## src/rtl/param_branch_unit.sv

```systemverilog
// Next-PC selection (sequential / jump target / return) with a circular return-address stack.
// Latency: one clk from inputs to pc. No backpressure; pcStall freezes all state.
module param_branch_unit #(
  parameter int unsigned ADDR_SIZE   = 20,
  parameter int unsigned NUM_TARGETS = 4,
  parameter int unsigned RAS_DEPTH   = 8,
  parameter int unsigned PC_INC      = 1,
  parameter int unsigned RESET_PC    = 0,
  localparam int unsigned SEL_W      = $clog2(NUM_TARGETS + 1),
  localparam int unsigned DEPTH_W    = $clog2(RAS_DEPTH + 1)
) (
  input  logic                             clk,
  input  logic                             reset,
  input  logic                             pcStall,
  input  logic [SEL_W-1:0]                 selWire,
  input  logic [NUM_TARGETS*ADDR_SIZE-1:0] jumpTargets,
  input  logic                             callEn,
  input  logic                             retEn,
  output logic [ADDR_SIZE-1:0]             pc,
  output logic [DEPTH_W-1:0]               rasDepth,
  output logic                             rasEmpty,
  output logic                             rasFull,
  output logic                             rasError
);

  localparam int unsigned PTR_W = $clog2(RAS_DEPTH);

  logic [ADDR_SIZE-1:0] pc_q, pc_d;
  logic [ADDR_SIZE-1:0] stack_q [RAS_DEPTH];
  logic [ADDR_SIZE-1:0] stack_d [RAS_DEPTH];
  logic [PTR_W-1:0]     ptr_q, ptr_d;
  logic [DEPTH_W-1:0]   depth_q, depth_d;
  logic                 err_q, err_d;

  logic [ADDR_SIZE-1:0] pc_inc;
  logic [ADDR_SIZE-1:0] seq_pc;
  logic [PTR_W-1:0]     top_idx;
  logic [PTR_W-1:0]     ptr_next;
  logic                 empty;
  logic                 full;

  assign pc_inc = pc_q + ADDR_SIZE'(PC_INC);
  assign empty  = (depth_q == '0);
  assign full   = (depth_q == DEPTH_W'(RAS_DEPTH));

  // ptr_q is the next free slot; the top sits one below it, wrapping in a ring.
  assign top_idx  = (ptr_q == '0) ? PTR_W'(RAS_DEPTH - 1) : ptr_q - PTR_W'(1);
  assign ptr_next = (ptr_q == PTR_W'(RAS_DEPTH - 1)) ? '0 : ptr_q + PTR_W'(1);

  // Out-of-range selects fall through to sequential.
  always_comb begin
    seq_pc = pc_inc;
    for (int i = 0; i < int'(NUM_TARGETS); i++) begin
      if (selWire == SEL_W'(i + 1)) seq_pc = jumpTargets[i*ADDR_SIZE +: ADDR_SIZE];
    end
  end

  always_comb begin
    pc_d    = pc_q;
    ptr_d   = ptr_q;
    depth_d = depth_q;
    err_d   = 1'b0;
    stack_d = stack_q;
    if (!pcStall) begin
      pc_d = seq_pc;
      if (retEn && !empty) begin
        pc_d = stack_q[top_idx];
        if (callEn) begin
          stack_d[top_idx] = pc_inc;
        end else begin
          ptr_d   = top_idx;
          depth_d = depth_q - DEPTH_W'(1);
        end
      end else begin
        if (retEn) begin
          pc_d  = pc_inc;
          err_d = 1'b1;
        end
        // Pushing onto a full ring overwrites the oldest slot.
        if (callEn) begin
          stack_d[ptr_q] = pc_inc;
          ptr_d          = ptr_next;
          if (full) err_d = 1'b1;
          else      depth_d = depth_q + DEPTH_W'(1);
        end
      end
    end
  end

  always_ff @(posedge clk or posedge reset) begin
    if (reset) begin
      pc_q    <= ADDR_SIZE'(RESET_PC);
      stack_q <= '{default: '0};
      ptr_q   <= '0;
      depth_q <= '0;
      err_q   <= 1'b0;
    end else begin
      pc_q    <= pc_d;
      stack_q <= stack_d;
      ptr_q   <= ptr_d;
      depth_q <= depth_d;
      err_q   <= err_d;
    end
  end

  assign pc       = pc_q;
  assign rasDepth = depth_q;
  assign rasEmpty = empty;
  assign rasFull  = full;
  assign rasError = err_q;

endmodule

```

## config.mk

```make
export PLATFORM = sky130hd
export DESIGN_NAME = param_branch_unit
export DESIGN_NICKNAME = d
export VERILOG_FILES = /design/src/rtl/param_branch_unit.sv
export SDC_FILE = /design/constraint.sdc
export NUM_CORES = 1
export LEC_CHECK = 0
export ABC_AREA = 1
export CORE_MARGIN = 4
export CORE_UTILIZATION = 55
export CTS_CLUSTER_DIAMETER = 150
export CTS_CLUSTER_SIZE = 40
export DETAILED_ROUTE_END_ITERATION = 8
export PLACE_DENSITY_LB_ADDON = 0.3
export SLEW_MARGIN = 20
export SYNTH_ARGS = -nofsm -noshare
export SYNTH_HDL_FRONTEND = slang
export SYNTH_SLANG_ARGS = --single-unit
```

## constraint.sdc

```tcl
create_clock -name clk -period 8.1 [get_ports clk]
set_input_delay 2.43 -clock clk [delete_from_list [all_inputs] [get_ports clk]]
set_output_delay 2.43 -clock clk [all_outputs]
set_load 0.05 [all_outputs]
```

# Word-level counts from Yosys, hierarchy flattened

Index checks and enable logic that the tools add are counted.

Add/subtract/negate cells: 5
Magnitude comparators: 4
Eq/ne operators: 8
Reductions and logical operators: 10
Mux-type cells: 32
Bitwise operators: 3

Operator list:

| cell                                                                  | number |
|---|---|
| 160-bit 2-to-1 mux                                                    | 3 |
| 160-bit bitwise mux                                                   | 2 |
| 20-bit 2-to-1 mux                                                     | 10 |
| 20-bit demux with 3-bit select                                        | 2 |
| 20-bit binary-select mux with 3-bit select                            | 1 |
| 20-bit by 1-bit adder with 20-bit output, second input constant       | 1 |
| 4-bit 2-to-1 mux                                                      | 4 |
| 3-bit 2-to-1 mux                                                      | 5 |
| 4-bit greater-or-equal comparator, second input constant              | 2 |
| 4-bit by 1-bit < comparator with 1-bit output, second input constant  | 2 |
| 3-bit inverter with 4-bit output                                      | 2 |
| 3-bit by 2-bit equality test with 1-bit output, second input constant | 2 |
| 3-bit equality test, second input constant                            | 2 |
| 1-bit 2-to-1 mux                                                      | 5 |
| 4-bit by 1-bit adder with 4-bit output, second input constant         | 1 |
| 4-bit equality test, second input constant                            | 1 |
| 4-bit logical NOT                                                     | 1 |
| 4-bit AND reduction                                                   | 1 |
| 4-bit by 1-bit subtractor with 4-bit output, second input constant    | 1 |
| 3-bit by 1-bit adder with 3-bit output, second input constant         | 1 |
| 3-bit by 1-bit equality test with 1-bit output, second input constant | 1 |
| 1-bit logical AND                                                     | 3 |
| 3-bit logical NOT                                                     | 1 |
| 3-bit AND reduction                                                   | 1 |
| other kinds (7)                                                       | 7 |

Bits of input ports: 88
Register bits after elaboration: 188
Output and inout port bits: 27

# Logic depth before layout (Yosys ltp)

Depth after elaboration: 10
Depth in mapped cells: 15
Mapped depth without buffers: 14

# Worst setup path before layout

OpenSTA, ideal clock, no wires.

Path kind: input to register
From: in retEn
To: reg depth_q[2] (netlist: rasDepth[2])
Stages on the path: 9
Path slack: 4283 ps
Required time: 7961 ps
Data arrival time: 3678 ps
Cells stage by stage: clkbuf_1 > inv_1 > clkbuf_1 > o21ai_0 > inv_1 > ha_1 > a21oi_1 > xnor2_1 > a21oi_1

Cells in the longest elaborated chain, start to end: 3
Elaborated cells between the ends (all ways): 6
Those cells by class: eq/ne: 2; mux: 1; reduce/logical: 3

Ends and longest elaborated chain:

| element                                                                                  | line | text |
|---|---|---|
| start, declared                                                                          | 18   | `input logic retEn,` |
| 1-bit logical AND *                                                                      | 66   | `if (retEn && !empty) begin` |
| 2-bit by 1-bit inequality test with 1-bit output (no line), or another cell as far along | --   |  |
| 4-bit AND reduction (no line)                                                            | --   |  |
| end signal, assigned                                                                     | 101  | `depth_q <= depth_d;` |
| end, declared                                                                            | 32   | `logic [DEPTH_W-1:0] depth_q, depth_d;` |

Every way passes the cells marked *; elsewhere a longest branch is shown, timed or not.
A chain may end at the register's enable or synchronous reset.

# Worst setup path after layout

From: in retEn
To: reg stack_q[15] in the netlist's numbering

Cells in the longest elaborated chain, start to end: 2

Ends and longest elaborated chain:

| element              | line | text |
|---|---|---|
| 1-bit logical AND    | 66   |  |
| 160-bit 2-to-1 mux   | 66   |  |
| end signal, assigned | 99   | `stack_q <= stack_d;` |
| end, declared        | 29   | `logic [ADDR_SIZE-1:0] stack_q [RAS_DEPTH];` |

No other way between the ends.

==> flow_summary.yaml <==
status:
  status: "finished, final reports clean"
drt:
  drt_first_pass_iters: 7
  drtIter0Drc: 886
  antenna_left: 0
  wl_per_cell_um: 16.92
  drt_wl_total_um: 30020
  viasPerCell: 5.648
  vias: 10020
  route.detailed.drc: 0
floorplanning:
  die-area_um2: 21390
  fp.dieW_um: 146.3
  start_util_pct: 56.02
  rows: 50
  dieHeight_um: 146.3
  core_um2: 18770
  io_pins: 115
cts:
  cts_sinks: 188
  clock_latency_ns: 0.43
  clk_pin_slew_ns: 0.07
  cts_setup_buffers: 0
  root_buffer: "clkbuf_16"
  holdBufCountCts: 0
  cts_tree: "built"
  numCtsBuffers: 17
  cts_resized: 0
  ctsLongestPathBuffers: 2
  cts_max_level: 4
setup_path:
  cpMaxStageDelayCell: "clkdlybuf4s50_1"
  critPathLaunchType: "input port"
  cp_data_arrival_time_ns: 5.46
  endpoint_kind: "flip-flop"
  max_stage_delay_ns: 0.82
  crit_path_frequent_cell: "nand2_1"
  path_cells: "clkdlybuf4s50_1 > nand2_4 > inv_2 > nand2_1 > nand3_1 > inv_1 > nand2_1 > o21ai_0"
  criticalPathCategory: "in -> reg"
  critical_path.max_fanout: 31
  cp.required_ns: 8.40
  crit_start: "retEn"
  rr_startpoint: "ptr_q[0]"
global_routing:
  busiest_layer: "met2"
  antenna_found_initial: 0
  grt_max_degree: 79
  grt_pass1_wl_um: 49050
  gr-usage-met2_pct: 45.89
  grt.met3_usage_pct: 4.097
  grt_usage_pct: 28.19
  grt_pass1_vias: 9394
  grt.overflow.total: 0
  use_met1_pct: 38.70
sta:
  slew_headroom_pct: 28.45
  fmax_mhz: 193.9
  slew_violations: 0
  clock_skew_ns: 0.01119
  tightestPinTransition_ns: 1.070
  timing_hold_violations_final: 0
  whs_ns: 0.4851
  fin_crit_ns: 5.158
  fin_crit_sh_pct: 63.67
  fin_tns_setup_ns: 0
  rsz0062_at_grt: "no"
  setup_viol_count_final: 0
yosys:
  yosysMostFrequentCell: "nand2_1"
  seq_area_frac_synth_pct: 44.75
  netlist_area_um2: 10510
  yosys-top-cells-count: "419 x nand2_1, 222 x o21ai_0, 188 x dfrtp_1"
  synth_top_area_share_pct: 44.75
  syn-num-nets: 1561
  syn_inst: 1466
  post_synth.cell_area_avg_um2: 7.172
  ys_ff_latch: 188
  synth_cell_types: 43
  ys_warn_count: 0
  ys_async_sr_fraction_pct: 100.0
  synth_area_leader_cell: "dfrtp_1"
  synth_area_leaders: "dfrtp_1 45%, nand2_1 15%, o21ai_0 11%"
  synth_flop_cell: "dfrtp_1"
  synth_enable_flop_cells: 0
power:
  power.share.sequential_pct: 34.9
  power_frac_comb_pct: 47.7
  switchingPower_uw: 2286
  intPower_uw: 2466
  ir_worst_vdd_mv: 0.2478
  p_leak_uw: 0.005885
  powerDensity_nw_per_um2: 389.9
  p_sw_share_pct: 48.12
  power_frac_clock_pct: 17.4
flow_run:
  maxCapViolCount: 0
placed_design:
  routabilityCongestion: 0.8897
  numPortBuffers: 114
  hpwl_um: 21000
hold_path:
  hp-start: "stack_q[118]"
  hp-class: "reg -> reg"
final_layout:
  syn2layout_area_growth_pct: 15.91
  antenna-diode-count: 0
  nets: 1622
  drive_above_1_share_pct: 5.130
## through the flow
step | setup slack, ns | std cells | instance area [um2] | utilization [%] | power, uW
after floorplan | 0.5562 | 1466 | 10510 | - | 3191
after global placement | 2.649 | 1742 | 11610 | 61.84 | 3834
after detailed placement | 2.562 | 1742 | 11610 | 61.84 | 3896
after CTS | 2.999 | 1774 | 12180 | 64.91 | 4734
after global routing | 2.606 | 1774 | 12190 | 64.93 | 5099
final | 2.942 | 1774 | 12190 | 64.93 | 4752
## placed cells by master, fill, tap and decap left out, drive strengths merged
master           n
nor2           142
clkbuf          17
xor2             8
nand3          139
nand2          426
o21ai          251
o21a             3
clkinvlp         3
xnor2            1
a21oi           29
dfrtp          188
o211ai           2
nand3b           1
nand4           19
o211a            2
nor3             4
or2              4
nor4             1
a211oi           1
o221ai           1
a31oi            6
buf             14
inv            144
o31ai            3
bufinv           1
clkinv           6
o22ai            3
clkdlybuf4s50  114
ha               7
## critical path: cells and delay by family
family | cells | cell delay (ns)
simple gates | 4 | 1.32
compound gates | 1 | 0.08
buf+inv | 3 | 1.62
## cell type report
type | count | area, um2
well taps | 234 | 292.8
inverters | 139 | 529.3
fillers | 1661 | 6581
repair buffers | 128 | 1246
clock buffers | 17 | 425.4
flip-flops and latches | 188 | 4705
multi-input cells | 1053 | 4838
clock inverters | 15 | 150.1
## metal layers
metal	vias to the layer above	share of wire (%)
li1	4857	-
met1	4773	42
met2	331	49
met3	59	5.6
met4	0	3.1
met5	-	0
## logic make-up after synthesis
kind of cell / after synthesis / synth area share, %
adder cells (fa/ha/maj): 7 / 0.8330
AO/OA/AOI/OAI: 301 / 14.86
flip-flops: 188 / 44.75
AND/OR/NAND/NOR: 736 / 29.41
buffers and inverters: 225 / 9.401
XOR/XNOR: 9 / 0.7498
## final timing paths
check	endpoint	slack (ns)	cells after the start
setup / recovery	stack_q[15]	2.94	8
hold / removal	stack_q[118]	0.49	2
setup reg to reg	stack_q[14]	4.44	10
hold reg to reg	stack_q[118]	0.49	2
max in group asynchronous	stack_q[92]	4.34	3
min in group asynchronous	stack_q[127]	2.47	2
## flip-flops by register name, indices dropped and copies added, names as in the netlist
name      cells
stack_q     160
pc           20
rasDepth      4
ptr_q         3
rasError      1
## power groups by stage
stage,Combinational [uW],Clock (uW),Sequential (uW)
finish,2260,827,1660
CTS,2250,833,1650
floorplan,1410,0,1790
detailed placement,2230,0,1660
global route,2520,874,1710
global placement,2190,0,1650
Power figures use the tool's default switching activity.
